`config.mk`:
```
export PLATFORM = sky130hd
export DESIGN_NAME = sync_fifo_hs_flat
export DESIGN_NICKNAME = d
export VERILOG_FILES = /design/src/rtl/sync_fifo_pkg.sv /design/src/rtl/sync_fifo_hs_if.sv /design/src/rtl/sync_fifo_out_stage.sv /design/src/rtl/sync_fifo_hs.sv /design/src/flat_wrapper.sv
export SDC_FILE = /design/constraint.sdc
export NUM_CORES = 1
export LEC_CHECK = 0
export BUFFER_PORTS_ARGS = -buffer_cell sky130_fd_sc_hd__buf_4
export CORE_MARGIN = 8
export CORE_UTILIZATION = 40
export CTS_CLUSTER_DIAMETER = 80
export CTS_CLUSTER_SIZE = 30
export DETAILED_ROUTE_END_ITERATION = 12
export SLEW_MARGIN = 30
export SYNTH_ARGS = -nofsm -noshare
export SYNTH_HDL_FRONTEND = slang
export SYNTH_SLANG_ARGS = --single-unit
export TNS_END_PERCENT = 1
```
`constraint.sdc`:
```
create_clock -name fifo_clk -period 3.1 [get_ports fifo_clk]
set_input_delay 0 -clock fifo_clk [delete_from_list [all_inputs] [get_ports fifo_clk]]
set_output_delay 0 -clock fifo_clk [all_outputs]
set_load 0.01 [all_outputs]
```
`src/rtl/sync_fifo_pkg.sv`:
```
// Shared constants and helpers for the valid/ready handshake FIFO.
package sync_fifo_pkg;

    localparam string OUT_REG_TRUE = "TRUE";

    // Occupancy counter width: must hold DEPTH, or DEPTH+1 when the output register is present.
    function automatic int unsigned cnt_w(input int unsigned depth, input bit out_reg);
        return $clog2(depth + 32'(out_reg) + 32'd1);
    endfunction

endpackage

```
`src/rtl/sync_fifo_hs_if.sv`:
```
// Write-side and read-side valid/ready handshake bundle for sync_fifo_hs.
interface sync_fifo_hs_if #(
    parameter int unsigned DATA_WIDTH = 8
);

    logic                  s_valid;
    logic                  s_ready;
    logic [DATA_WIDTH-1:0] s_data;
    logic                  m_valid;
    logic                  m_ready;
    logic [DATA_WIDTH-1:0] m_data;

    // slave: the FIFO itself; master: the surrounding producer/consumer pair.
    modport slave (
        input  s_valid, s_data, m_ready,
        output s_ready, m_valid, m_data
    );

    modport master (
        output s_valid, s_data, m_ready,
        input  s_ready, m_valid, m_data
    );

endinterface

```
`src/rtl/sync_fifo_out_stage.sv`:
```
// Registered read port: holds the FIFO head, bypasses writes into an empty FIFO,
// and refills from the memory head whenever the register empties or is consumed.
module sync_fifo_out_stage #(
    parameter int unsigned DATA_WIDTH = 8
) (
    input  logic                  fifo_clk,
    input  logic                  fifo_rst,
    input  logic                  flush,
    input  logic                  wr_fire,
    input  logic [DATA_WIDTH-1:0] wr_data,
    input  logic                  mem_empty,
    input  logic [DATA_WIDTH-1:0] mem_rdata,
    input  logic                  m_ready,
    output logic                  m_valid,
    output logic [DATA_WIDTH-1:0] m_data,
    output logic                  bypass_c,
    output logic                  pop_c
);

    logic take_c;

    // The register can take a new beat when it is empty or its beat is leaving this cycle.
    assign take_c   = !m_valid || m_ready;
    assign bypass_c = take_c && mem_empty && wr_fire;
    assign pop_c    = take_c && !mem_empty;

    always_ff @(posedge fifo_clk or posedge fifo_rst) begin
        if (fifo_rst) begin
            m_valid <= 1'b0;
            m_data  <= '0;
        end else if (flush) begin
            m_valid <= 1'b0;
        end else if (take_c) begin
            m_valid <= bypass_c || pop_c;
            if (pop_c) begin
                m_data <= mem_rdata;
            end else if (bypass_c) begin
                m_data <= wr_data;
            end
        end
    end

endmodule

```
`src/rtl/sync_fifo_hs.sv`:
```
// Single-clock FIFO with valid/ready on both sides, optional output register,
// almost-full/empty thresholds, synchronous flush and a peak-occupancy watermark.
module sync_fifo_hs
    import sync_fifo_pkg::*;
#(
    parameter int unsigned DATA_WIDTH = 8,
    parameter int unsigned DEPTH      = 16,
    parameter int unsigned AWIDTH     = $clog2(DEPTH),
    parameter string       OUT_REG    = "TRUE"
) (
    input  logic              fifo_clk,
    input  logic              fifo_rst,
    input  logic              fifo_flush,
    sync_fifo_hs_if.slave     bus,
    input  logic [AWIDTH:0]   afull_thresh,
    input  logic [AWIDTH:0]   aempty_thresh,
    output logic              fifo_almost_full,
    output logic              fifo_almost_empty,
    output logic [AWIDTH:0]   fifo_count,
    input  logic              wm_clr,
    output logic [AWIDTH:0]   fifo_peak
);

    localparam bit          HAS_OREG = (OUT_REG == OUT_REG_TRUE);
    localparam int unsigned PW       = AWIDTH + 1;
    localparam int unsigned CW       = cnt_w(DEPTH, HAS_OREG);
    localparam int unsigned CAP      = DEPTH + (HAS_OREG ? 32'd1 : 32'd0);
    localparam logic [CW-1:0] CAP_CNT = CW'(CAP);

    logic [PW-1:0]         wptr;
    logic [PW-1:0]         rptr;
    logic [DATA_WIDTH-1:0] mem [DEPTH];
    logic [CW-1:0]         count;
    logic [CW-1:0]         count_nxt;
    logic [CW-1:0]         peak;
    logic [CW-1:0]         peak_nxt;
    logic                  s_ready_q;

    logic                  wr_fire_c;
    logic                  rd_fire_c;
    logic                  mem_empty_c;
    logic                  mem_wr_c;
    logic                  mem_rd_c;
    logic [DATA_WIDTH-1:0] mem_rdata_c;

    assign wr_fire_c   = bus.s_valid && s_ready_q;
    assign rd_fire_c   = bus.m_valid && bus.m_ready;
    assign mem_empty_c = (wptr == rptr);
    assign mem_rdata_c = mem[rptr[AWIDTH-1:0]];

    // Read port: registered head with bypass, or the memory head read directly.
    if (HAS_OREG) begin : g_oreg
        logic bypass_c;
        logic pop_c;

        sync_fifo_out_stage #(
            .DATA_WIDTH (DATA_WIDTH)
        ) u_out_stage (
            .fifo_clk  (fifo_clk),
            .fifo_rst  (fifo_rst),
            .flush     (fifo_flush),
            .wr_fire   (wr_fire_c),
            .wr_data   (bus.s_data),
            .mem_empty (mem_empty_c),
            .mem_rdata (mem_rdata_c),
            .m_ready   (bus.m_ready),
            .m_valid   (bus.m_valid),
            .m_data    (bus.m_data),
            .bypass_c  (bypass_c),
            .pop_c     (pop_c)
        );

        assign mem_wr_c = wr_fire_c && !bypass_c && !fifo_flush;
        assign mem_rd_c = pop_c && !fifo_flush;
    end else begin : g_noreg
        logic m_valid_q;

        always_ff @(posedge fifo_clk or posedge fifo_rst) begin
            if (fifo_rst) begin
                m_valid_q <= 1'b0;
            end else begin
                m_valid_q <= (count_nxt != '0);
            end
        end

        assign bus.m_valid = m_valid_q;
        assign bus.m_data  = mem_rdata_c;
        assign mem_wr_c    = wr_fire_c && !fifo_flush;
        assign mem_rd_c    = rd_fire_c && !fifo_flush;
    end

    // Occupancy and watermark; flush drops every beat but leaves the watermark alone.
    always_comb begin
        count_nxt = count;
        peak_nxt  = peak;
        if (fifo_flush) begin
            count_nxt = '0;
        end else if (wr_fire_c && !rd_fire_c) begin
            count_nxt = count + CW'(1);
        end else if (!wr_fire_c && rd_fire_c) begin
            count_nxt = count - CW'(1);
        end
        if (wm_clr) begin
            peak_nxt = count_nxt;
        end else if (count_nxt > peak) begin
            peak_nxt = count_nxt;
        end
    end

    always_ff @(posedge fifo_clk or posedge fifo_rst) begin
        if (fifo_rst) begin
            wptr      <= '0;
            rptr      <= '0;
            count     <= '0;
            peak      <= '0;
            s_ready_q <= 1'b1;
        end else begin
            if (fifo_flush) begin
                wptr <= '0;
                rptr <= '0;
            end else begin
                if (mem_wr_c) begin
                    wptr <= wptr + PW'(1);
                end
                if (mem_rd_c) begin
                    rptr <= rptr + PW'(1);
                end
            end
            count     <= count_nxt;
            peak      <= peak_nxt;
            s_ready_q <= (count_nxt != CAP_CNT);
        end
    end

    // Storage array carries no reset; only the pointers define what is valid.
    always_ff @(posedge fifo_clk) begin
        if (mem_wr_c) begin
            mem[wptr[AWIDTH-1:0]] <= bus.s_data;
        end
    end

    assign bus.s_ready       = s_ready_q;
    assign fifo_count        = count;
    assign fifo_peak         = peak;
    assign fifo_almost_full  = (count >= afull_thresh);
    assign fifo_almost_empty = (count <= aempty_thresh);

    a_no_write_when_full : assert property (
        @(posedge fifo_clk) disable iff (fifo_rst) (count == CAP_CNT) |-> !wr_fire_c
    );

    a_hold_while_stalled : assert property (
        @(posedge fifo_clk) disable iff (fifo_rst || fifo_flush)
        (bus.m_valid && !bus.m_ready) |=> (bus.m_valid && $stable(bus.m_data))
    );

endmodule
```
`src/flat_wrapper.sv`:
```
// flat-port wrapper written by rule: the top's interface ports become plain ports
module sync_fifo_hs_flat import sync_fifo_pkg::*;
#(
    parameter int unsigned DATA_WIDTH = 8,
    parameter int unsigned DEPTH      = 16,
    parameter int unsigned AWIDTH     = $clog2(DEPTH),
    parameter string       OUT_REG    = "    "
)
  (fifo_clk, fifo_rst, fifo_flush, afull_thresh, aempty_thresh, fifo_almost_full, fifo_almost_empty, fifo_count, wm_clr, fifo_peak, bus_s_valid, bus_s_data, bus_m_ready, bus_s_ready, bus_m_valid, bus_m_data);
  sync_fifo_hs_if #(.DATA_WIDTH(DATA_WIDTH)) bus_i ();
  input  logic fifo_clk;
  input  logic fifo_rst;
  input  logic fifo_flush;
  input  logic [AWIDTH:0] afull_thresh;
  input  logic [AWIDTH:0] aempty_thresh;
  output logic fifo_almost_full;
  output logic fifo_almost_empty;
  output logic [AWIDTH:0] fifo_count;
  input  logic wm_clr;
  output logic [AWIDTH:0] fifo_peak;
  input wire logic [$bits(bus_i.s_valid)-1:0] bus_s_valid;
  input wire logic [$bits(bus_i.s_data)-1:0] bus_s_data;
  input wire logic [$bits(bus_i.m_ready)-1:0] bus_m_ready;
  output wire logic [$bits(bus_i.s_ready)-1:0] bus_s_ready;
  output wire logic [$bits(bus_i.m_valid)-1:0] bus_m_valid;
  output wire logic [$bits(bus_i.m_data)-1:0] bus_m_data;
  assign bus_i.s_valid = bus_s_valid;
  assign bus_i.s_data = bus_s_data;
  assign bus_i.m_ready = bus_m_ready;
  assign bus_s_ready = bus_i.s_ready;
  assign bus_m_valid = bus_i.m_valid;
  assign bus_m_data = bus_i.m_data;
  sync_fifo_hs #(.DATA_WIDTH(DATA_WIDTH), .DEPTH(DEPTH), .AWIDTH(AWIDTH), .OUT_REG(OUT_REG)) u_core (.fifo_clk(fifo_clk), .fifo_rst(fifo_rst), .fifo_flush(fifo_flush), .bus(bus_i), .afull_thresh(afull_thresh), .aempty_thresh(aempty_thresh), .fifo_almost_full(fifo_almost_full), .fifo_almost_empty(fifo_almost_empty), .fifo_count(fifo_count), .wm_clr(wm_clr), .fifo_peak(fifo_peak));
endmodule
```
==> results_dict.tcl, run 1 <==
set metrics [dict create \
    cts-root-buf "clkbuf_16" \
    dieHeight_um 142.9 \
    place_congestion 0.7980 \
    row_count 46 \
    dieArea_mm2 0.02042 \
    nets 526 \
    drtPass1Iterations 4 \
    wl_um 13480 \
    hold_class "in2reg" \
    rsz0062_at_grt "no" \
    critPathLaunchType "flop" \
    critPathRequiredTime_ns 3.39 \
    max_slew_margin_pct 39.70 \
    hpwl_um 8893 \
    first_global_vias 3757 \
    maxCapViolations 0 \
    synthTopCellsByArea "edfxtp_1, dfrtp_1, mux4_2" \
    tns_ns 0 \
    p_seq_share_pct 42.8 \
    worstMarginPinSlew_ns 0.9011 \
    yosys_most_used_dff "edfxtp_1" \
    p_leak_uw 0.002802 \
    yosysSeqAreaShare_pct 67.46 \
    cts_tree "yes" \
    power.density_mw_per_mm2 699.5 \
    netSwitchingPower_uw 1461 \
    syn_nets 455 \
    synth_edf_count 128 \
    final_layout_size_suffix_gt1_share_pct 26.37 \
    dp_cells 664 \
    yosysTopAreaCellShare_pct 59.67 \
    p_int_uw 3965 \
    cts.sinks 148 \
    num_antenna_cells 0 \
    drv_slew 0 \
    grt_util_all_layers_pct 14.12 \
    combPwrFrac_pct 21.9 \
    core_area_mm2 0.01583 \
    layout_min_cycle_time_ns 2.930 \
    layoutNonFillerInstCount 709 \
    post-synth-top-count-cell "edfxtp_1" \
    clock_skew_ns 0.007919 \
    clockBufferDepth 2 \
    min_path_cells 4 \
    crit_arrival_ns 3.22 \
    vias_per_cell 5.214 \
    cts-buffers-inserted 17 \
    wire_per_inst_um 19.01 \
    max-vdd-ir-drop_mv 0.3965 \
    finalSetupViolCount 0 \
    avgSynthCellArea_um2 15.75 \
    synth-seq-cells 148 \
    clk-insertion-delay-late_ns 0.41 \
    io_pins 46 \
    overflow 0 \
    status "completed" \
    die_w_um 142.9 \
    power_frac_clock_pct 35.3 \
    htree_levels 4 \
    yosysWarnings 0 \
    ant_nets 0 \
    drtIter0Drc 267 \
    grt_max_degree 30 \
    port_buffers 45 \
    fmax_mhz 341.3 \
    critical_path_class "reg2reg" \
    grt_pass1_wl_um 21290 \
    clkSlewWorstSetupHoldPaths_ns 0.06 \
    synth_common_cells "edfxtp_1, mux2i_1, ha_1, nand2_1, o21ai_0" \
    rr_worst_depth 11 \
    synthToLayoutAreaGrowth_pct 20.42 \
    worstHoldStart "bus_s_valid" \
    startpoint "u_core.fifo_count[1]$_DFF_PP0_" \
    synth_cell_types 42 \
    swShare_pct 26.93 \
    r2r-start "u_core.fifo_count[1]$_DFF_PP0_" \
    drc_errors 0 \
    start_util_pct 40.70 \
    netlist_area_mm2 0.006441 \
    async_reset_ff_share_pct 13.51 \
    antenna_found_initial 0 \
    num_vias 3697 \
    cp-end-kind "flop" \
    hold_violations 0 \
    post-route-period-util_pct 94.53 \
    syn_inst 409 \
    synth_largest_area_cell "edfxtp_1" \
    crit_fanout 5 \
]
==> power groups by stage <==
stage	Combinational, µW	Clock [µW]	Sequential (µW)
global placement	1150	0	2360
floorplan	746	0	2370
global route	1320	2040	2340
CTS	1190	1950	2320
detailed placement	1170	0	2370
finish	1190	1910	2320
==> cell type report <==
class,count,area (µm²)
multi-input combinational,226,1954
timing repair buffer,69,560.5
sequential,148,4348
inverter,18,67.56
clock buffer,17,425.4
clock inverter,15,130.1
fill,1339,8071
tap,216,270.3
==> flip-flops by register name, summed over array words and instances, names as in the netlist <==
signal	count
u_core.fifo_peak	5
u_core.mem	128
u_core.wptr	4
u_core.rptr	4
u_core.bus.m_valid	1
u_core.fifo_count	5
u_core.bus.s_ready	1
==> path summary, 6_finish.rpt <==
kind,slack (ns),endpoint
max,0.17,u_core.fifo_peak[1]$_DFFE_PP0P_
min,0.05,u_core.wptr[1]$_DFFE_PP0P_
max reg2reg,0.17,u_core.fifo_peak[1]$_DFFE_PP0P_
min reg2reg,0.55,u_core.fifo_peak[4]$_DFFE_PP0P_
max in group asynchronous,2.24,u_core.rptr[0]$_DFFE_PP0P_
min in group asynchronous,0.30,u_core.fifo_count[0]$_DFF_PP0_
==> what timing repair did <==
item | CTS | global route
gates resized for setup | 0 | 4
hold buffers | 12 | 0
buffers inserted | 0 | 1
hold endpoints to repair | 158 | 0
setup endpoints to repair | 0 | 4
==> routing by layer <==
layer  up-vias  GRT usage (%)  routed length [µm]
li1       1723              -                   -
met1      1898          18.94                6285
met2        64          22.12                6677
met3        12          3.005                 360
met4         0          5.201                 155
met5         -              0                   0
==> cell usage in the layout (no fill, tap or decap), drive strengths merged, types with 2 or more instances in the layout <==
master,n
mux2,16
nand2b,2
a21oi,12
nand2,20
a32oi,2
a221oi,8
nor4,2
nand4,2
mux2i,24
o21ai,20
nor2,17
dlygate4sd3,12
a22oi,9
mux4,16
nor2b,6
buf,57
and2,17
inv,22
xor2,4
edfxtp,128
clkinv,9
nor3,6
nand3,4
ha,22
o21a,4
a211oi,3
xnor2,2
dfrtp,19
clkbuf,17
==> critical path, cell delays in order, from the launching register on <==
cell	delay [ns]
dfrtp_2	0.41
inv_1	0.06
ha_1	0.19
nor3b_1	0.14
a32oi_1	0.22
mux2_4	0.35
ha_1	0.29
nand4_1	0.10
or3b_2	0.46
o41ai_2	0.07
buf_4	0.20
mux2_2	0.33
==> cells by family (layout without fill, tap and decap cells) <==
| kind of cell | after synthesis | after routing | share of synthesized area (%) |
|---|---|---|---|
| DFF | 148 | 148 | 67.46 |
| AOI/OAI and AO/OA | 61 | 61 | 6.197 |
| muxes | 56 | 56 | 12.18 |
| buffers and inverters | 35 | 119 | 2.428 |
| adders and majority gates | 22 | 22 | 4.273 |
| and+or+nand+nor | 81 | 81 | 6.644 |
| xor gates and xnor gates | 6 | 6 | 0.8158 |
==> metrics by stage <==
step | setup slack (ns) | hold slack (ns) | cell area (µm²) | power (µW) | utilization [%]
after floorplan | 0.1949 | -0.03691 | 6441 | 3114 | -
after global placement | 0.1867 | 0.1912 | 7057 | 3504 | 44.59
after detailed placement | 0.1339 | 0.2080 | 7057 | 3533 | 44.59
after CTS | 0.1182 | 0.03490 | 7732 | 5457 | 48.85
after global routing | 0.008964 | 0.06010 | 7756 | 5696 | 49.00
final | 0.1696 | 0.04909 | 7756 | 5426 | 49.00
Note: power is estimated with default switching activity, not from simulation.
==> run 2: changes to the inputs <==
--- a/config.mk
+++ b/config.mk
@@ -6,11 +6,14 @@
 export NUM_CORES = 1
 export LEC_CHECK = 0
 export BUFFER_PORTS_ARGS = -buffer_cell sky130_fd_sc_hd__buf_4
+export CELL_PAD_IN_SITES_DETAIL_PLACEMENT = 0
+export CELL_PAD_IN_SITES_GLOBAL_PLACEMENT = 1
 export CORE_MARGIN = 8
-export CORE_UTILIZATION = 40
+export CORE_UTILIZATION = 45
 export CTS_CLUSTER_DIAMETER = 80
 export CTS_CLUSTER_SIZE = 30
 export DETAILED_ROUTE_END_ITERATION = 12
+export PLACE_DENSITY_LB_ADDON = 0.1
 export SLEW_MARGIN = 30
 export SYNTH_ARGS = -nofsm -noshare
 export SYNTH_HDL_FRONTEND = slang
==> run 2 against run 1 <==
Non-clock buffer count up 3. Routed wire length increased by 1.4%. Register-to-register slack barely moved. Critical endpoint unchanged.
==> results_dict.tcl, run 2 (same netlist as run 1, synthesis figures left out) <==
set metrics [dict create \
    status "completed" \
    vias_per_cell 5.435 \
    dieArea_mm2 0.01840 \
    finalSetupViolCount 0 \
    utilization_pct 55.37 \
    final_common_cell "edfxtp_1" \
    most-common-layout-cells "edfxtp_1, buf_4, mux2i_1, ha_1" \
    clockBufferDepth 2 \
    p_int_uw 3963 \
    core_area_mm2 0.01393 \
    dieHeight_um 135.6 \
    place_congestion 0.7740 \
    wl_met1_um 6305 \
    hpwl_um 9089 \
    hold_class "in2reg" \
    drc_errors 0 \
    cts-root-buf "clkbuf_16" \
    clock_skew_ns 0.01354 \
    ant_nets 0 \
    drv_slew 0 \
    netSwitchingPower_uw 1458 \
    cp-end-kind "flop" \
    wl_um 13660 \
    worstMarginPinSlew_ns 0.7715 \
    nets 529 \
    drtPass1Iterations 4 \
    die_w_um 135.6 \
    final_layout_size_suffix_gt1_share_pct 26.81 \
    max_slew_margin_pct 48.51 \
    num_vias 3674 \
    max-vdd-ir-drop_mv 0.4067 \
    fmax_mhz 341.0 \
    antenna_found_initial 0 \
    crit_arrival_ns 3.24 \
    tns_ns 0 \
    layout_min_cycle_time_ns 2.932 \
    drtIter0Drc 251 \
    power.density_mw_per_mm2 702.5 \
    swShare_pct 26.89 \
    critPathRequiredTime_ns 3.41 \
    critical_path_class "reg2reg" \
    overflow 0 \
    wl_met3_um 560 \
    cts_tree "yes" \
    grt_util_all_layers_pct 16.10 \
    first_global_vias 3856 \
    dr.max_layer_used "met4" \
    start_util_pct 46.22 \
    p_seq_share_pct 43.0 \
    crit_fanout 6 \
    p_leak_uw 0.002806 \
    post-route-period-util_pct 94.59 \
    grt_max_degree 35 \
    clk-insertion-delay-late_ns 0.42 \
    rsz0062_at_grt "no" \
    synthToLayoutAreaGrowth_pct 19.79 \
    clkSlewWorstSetupHoldPaths_ns 0.06 \
    largest_reg_flops 128 \
    maxCapViolations 0 \
    hold_violations 0 \
    cts.sinks 148 \
    critPathLaunchType "flop" \
    num_antenna_cells 0 \
    power_frac_clock_pct 35.4 \
    combPwrFrac_pct 21.7 \
    cts-buffers-inserted 17 \
    wire_per_inst_um 20.21 \
    wl_met2_um 6557 \
    row_count 43 \
    htree_levels 4 \
    io_pins 46 \
    grt_pass1_wl_um 21800 \
    port_buffers 45 \
]
## run 2: power by group through the flow
stage	logic [µW]	clock network (µW)	registers [µW]
floorplan	746	0	2370
global placement	1170	0	2370
detailed placement	1170	0	2370
CTS	1190	1950	2330
global route	1300	2040	2340
finish	1170	1920	2330
## run 2: layer usage
metal  up-vias  global-route usage, %
met4         0                  6.169
li1       1725                      -
met3        16                  3.820
met2        64                  24.94
met5         -                      0
met1      1869                  21.49
## run 2: cell type report
type                            count  area (µm²)
Timing Repair Buffer               72       580.6
Inverter                           18       67.56
Sequential cell                   148        4348
Tap cell                          180       225.2
Fill cell                        1158        6218
Clock inverter                     15       130.1
Multi-Input combinational cell    226        1939
Clock buffer                       17       425.4
## run 2: per-stage QoR
| stage | hold WS, ns | total power (µW) | setup WS (ns) | instances | cell area, µm² |
|---|---|---|---|---|---|
| after floorplan | -0.03691 | 3114 | 0.1949 | 409 | 6441 |
| after global routing | 0.1129 | 5682 | 0.007593 | 676 | 7716 |
| after detailed placement | 0.2017 | 3547 | 0.1271 | 632 | 7042 |
| after CTS | 0.09518 | 5474 | 0.1049 | 675 | 7707 |
| after global placement | 0.2049 | 3539 | 0.1791 | 632 | 7042 |
| final | 0.09964 | 5421 | 0.1676 | 676 | 7716 |
## run 2: worst paths after layout
kind,startpoint,cells past startpoint,end,slack [ns]
worst max register to register,u_core.fifo_count[1]$_DFF_PP0_,11,u_core.fifo_peak[1]$_DFFE_PP0P_,0.17
max in group asynchronous,fifo_rst,3,u_core.rptr[0]$_DFFE_PP0P_,2.28
min in group asynchronous,fifo_rst,3,u_core.fifo_peak[4]$_DFFE_PP0P_,0.28
worst min register to register,u_core.fifo_peak[4]$_DFFE_PP0P_,1,u_core.fifo_peak[4]$_DFFE_PP0P_,0.54
worst max-delay path,u_core.fifo_count[1]$_DFF_PP0_,11,u_core.fifo_peak[1]$_DFFE_PP0P_,0.17
worst min-delay path,bus_s_valid,5,u_core.wptr[1]$_DFFE_PP0P_,0.1
## run 2: what timing repair did
action | 4_1_cts | 5_1_grt
resized for setup | 0 | 1
endpoints found under the hold margin | 157 | 0
buffers inserted | 0 | 1
hold buffers | 11 | 0
endpoints found under the setup margin | 0 | 5
## run 2: worst max-delay path, cell delays in order, from the launching register on
cell	delay, ns
dfrtp_2	0.41
inv_1	0.05
ha_1	0.19
nor3b_1	0.14
a32oi_1	0.20
mux2_2	0.38
ha_1	0.29
nand4_1	0.10
or3b_2	0.46
o41ai_2	0.06
buf_4	0.19
mux2_2	0.33
==> run 3: changes to the inputs <==
--- a/config.mk
+++ b/config.mk
@@ -5,6 +5,7 @@
 export SDC_FILE = /design/constraint.sdc
 export NUM_CORES = 1
 export LEC_CHECK = 0
+export ABC_AREA = 1
 export BUFFER_PORTS_ARGS = -buffer_cell sky130_fd_sc_hd__buf_4
 export CELL_PAD_IN_SITES_DETAIL_PLACEMENT = 0
 export CELL_PAD_IN_SITES_GLOBAL_PLACEMENT = 1
==> run 3 against run 2 <==
Via count rose by 21%. First-iteration DRC count rose by 4.8%. Design area increased by 2.7%. Clock-buffer cell count increased by 3. Clock skew down 0.0037 ns. Non-clock buffer count rose by 4. Critical path depth up 4. Die area rose by 3.0%. Critical path type unchanged. Largest power group unchanged.
==> results_dict.tcl, run 3 <==
set metrics [dict create \
    netSwitchingPower_uw 1658 \
    core_area_mm2 0.01448 \
    grt_pass1_wl_um 23700 \
    first_global_vias 4360 \
    p_leak_uw 0.003093 \
    most-common-layout-cells "edfxtp_1, nand2_1, buf_4, inv_1, nand3_1" \
    yosys_most_used_dff "edfxtp_1" \
    drv_slew 0 \
    cpMaxStageDelayCell "dfrtp_1" \
    synth-seq-cells 148 \
    p_seq_share_pct 42.0 \
    swShare_pct 29.30 \
    post-synth-top-count-cell "edfxtp_1" \
    maxCapViolations 0 \
    largest_reg_flops 128 \
    antenna_found_initial 0 \
    synthTopCellsByArea "edfxtp_1, dfrtp_1, nand2_1" \
    cts.sinks 148 \
    status "completed" \
    place_area_mm2 0.007209 \
    layout_min_cycle_time_ns 2.457 \
    io_pins 46 \
    yosysTopAreaCellShare_pct 57.70 \
    cts_hold_buffers 14 \
    layoutNonFillerInstCount 856 \
    postCtsSetupBuffers 0 \
    max-vdd-ir-drop_mv 0.4212 \
    fin_area_mm2 0.007924 \
    syn_inst 587 \
    place_congestion 0.8339 \
    grt_util_all_layers_pct 17.08 \
    dieArea_mm2 0.01895 \
    hold_class "in2async" \
    synth_common_cells "edfxtp_1, nand2_1, inv_1, nand3_1, nor2_1" \
    wl_um 15120 \
    crit_arrival_ns 2.77 \
    synthToLayoutAreaGrowth_pct 18.95 \
    htree_levels 4 \
    cp_slowest_stage_delay_ns 0.47 \
    num_vias 4448 \
    clockBufferDepth 2 \
    syn_nets 633 \
    cts-root-buf "clkbuf_16" \
    dp_cells 810 \
    rsz0062_at_grt "no" \
    synth_edf_count 128 \
    drc_errors 0 \
    yosysSeqAreaShare_pct 65.23 \
    combPwrFrac_pct 22.9 \
    die_w_um 137.7 \
    finalSetupViolCount 0 \
    crit_chain "ha_1, inv_1, nor2_1, nand2_2, nand3_2, nand2_1, nor2_2, ha_1, nand2_1, o21bai_1, nand2_1, o21ai_2, nand2_2, nand2_1, nand2_1" \
    post-route-period-util_pct 79.25 \
    hold_violations 0 \
    path_buf_inv 1 \
    tns_ns 0 \
    cts_resized 0 \
    hpwl_um 9886 \
    cts-buffers-inserted 17 \
    power_frac_clock_pct 35.1 \
    avgSynthCellArea_um2 11.35 \
    p_int_uw 4001 \
    netlist_area_mm2 0.006661 \
    clock_skew_ns 0.009882 \
    yosysWarnings 0 \
    worst_path_most_repeated_cell "nand2_1" \
    critical_path_class "reg2reg" \
    clkSlewWorstSetupHoldPaths_ns 0.06 \
    drtIter0Drc 263 \
    cp-end-kind "flop" \
    start_util_pct 46.01 \
    nets 705 \
    worstMarginPinSlew_ns 0.8235 \
    ant_nets 0 \
    critPathRequiredTime_ns 3.41 \
    clk-insertion-delay-late_ns 0.42 \
    critPathLaunchType "flop" \
    num_antenna_cells 0 \
    finalPower_uw 5659 \
    crit_family "simple AND/OR/NAND/NOR gates" \
    max_slew_margin_pct 44.90 \
    synth_cell_types 36 \
    final_layout_size_suffix_gt1_share_pct 17.41 \
    cts_tree "yes" \
    grt_max_degree 51 \
    async_reset_ff_share_pct 13.51 \
    row_count 44 \
    power.density_mw_per_mm2 714.2 \
    utilization_pct 54.73 \
    synth_largest_area_cell "edfxtp_1" \
    port_buffers 45 \
    fmax_mhz 407.1 \
    crit_fanout 7 \
    dieHeight_um 137.7 \
    drtPass1Iterations 4 \
    vias_per_cell 5.196 \
    overflow 0 \
    wire_per_inst_um 17.67 \
    final_common_cell "edfxtp_1" \
]
## run 3: power groups by stage
stage | Combinational, µW | Clock [µW] | Sequential, µW
6_report | 1290 | 1990 | 2380
5_1_grt | 1460 | 2100 | 2390
4_1_cts | 1320 | 2030 | 2380
3_5_place_dp | 1300 | 0 | 2420
3_3_place_gp | 1290 | 0 | 2410
2_1_floorplan | 863 | 0 | 2400
## run 3: logic make-up (layout without fill, tap and decap cells)
group	after synthesis	after routing	synth area share [%]
flip-flops	148	148	65.23
AND/OR/NAND/NOR	249	249	17.45
buffers and inverters	82	167	5.841
adder cells (fa/ha/maj)	22	22	4.132
AO/OA/AOI/OAI	86	86	7.344
## run 3: through the flow
stage	hold WS, ns	worst slack, ns
6_report	0.2967	0.6434
3_5_place_dp	0.2127	0.6738
5_1_grt	0.3880	0.3997
4_1_cts	0.3247	0.6656
3_3_place_gp	0.2081	0.7519
2_1_floorplan	-0.03691	0.8941
## run 3: metal layers
metal / track usage [%] / vias to the layer above / routed length (µm) / share of wire, %
met5: 0 / - / 0 / 0
met1: 20.13 / 2147 / 6402 / 42
met3: 4.522 / 11 / 609 / 4.0
met4: 7.544 / 0 / 261 / 1.7
li1: - / 2210 / - / -
met2: 28.73 / 80 / 7850 / 52
## run 3: tightest hold or removal path, delay by kind of cell
| family | cells | cell delay (ns) |
|---|---|---|
| buf+inv | 3 | 1.24 |
## run 3: layout make-up
type / count / area, µm²
Tap cell: 184 / 230.2
Clock buffer: 20 / 436.7
Inverter: 59 / 240.2
Clock inverter: 12 / 137.6
Sequential cell: 148 / 4347
Multi-Input combinational cell: 357 / 1927
Timing Repair Buffer: 76 / 605.6
Fill cell: 1254 / 6555
## run 3: final timing paths
| kind | start | to | slack (ns) | depth (start not counted) |
|---|---|---|---|---|
| max in group asynchronous | fifo_rst | u_core.rptr[0]$_DFFE_PP0P_ | 2.24 | 3 |
| min reg2reg | u_core.fifo_peak[3]$_DFFE_PP0P_ | u_core.fifo_peak[3]$_DFFE_PP0P_ | 0.56 | 2 |
| min in group fifo_clk | bus_s_data[1] | u_core.mem[9][1]$_DFFE_PP_ | 0.44 | 2 |
| min | fifo_rst | u_core.fifo_peak[3]$_DFFE_PP0P_ | 0.30 | 3 |
| max reg2reg | u_core.fifo_count[1]$_DFF_PP0_ | u_core.fifo_peak[4]$_DFFE_PP0P_ | 0.64 | 15 |
| max | u_core.fifo_count[1]$_DFF_PP0_ | u_core.fifo_peak[4]$_DFFE_PP0P_ | 0.64 | 15 |
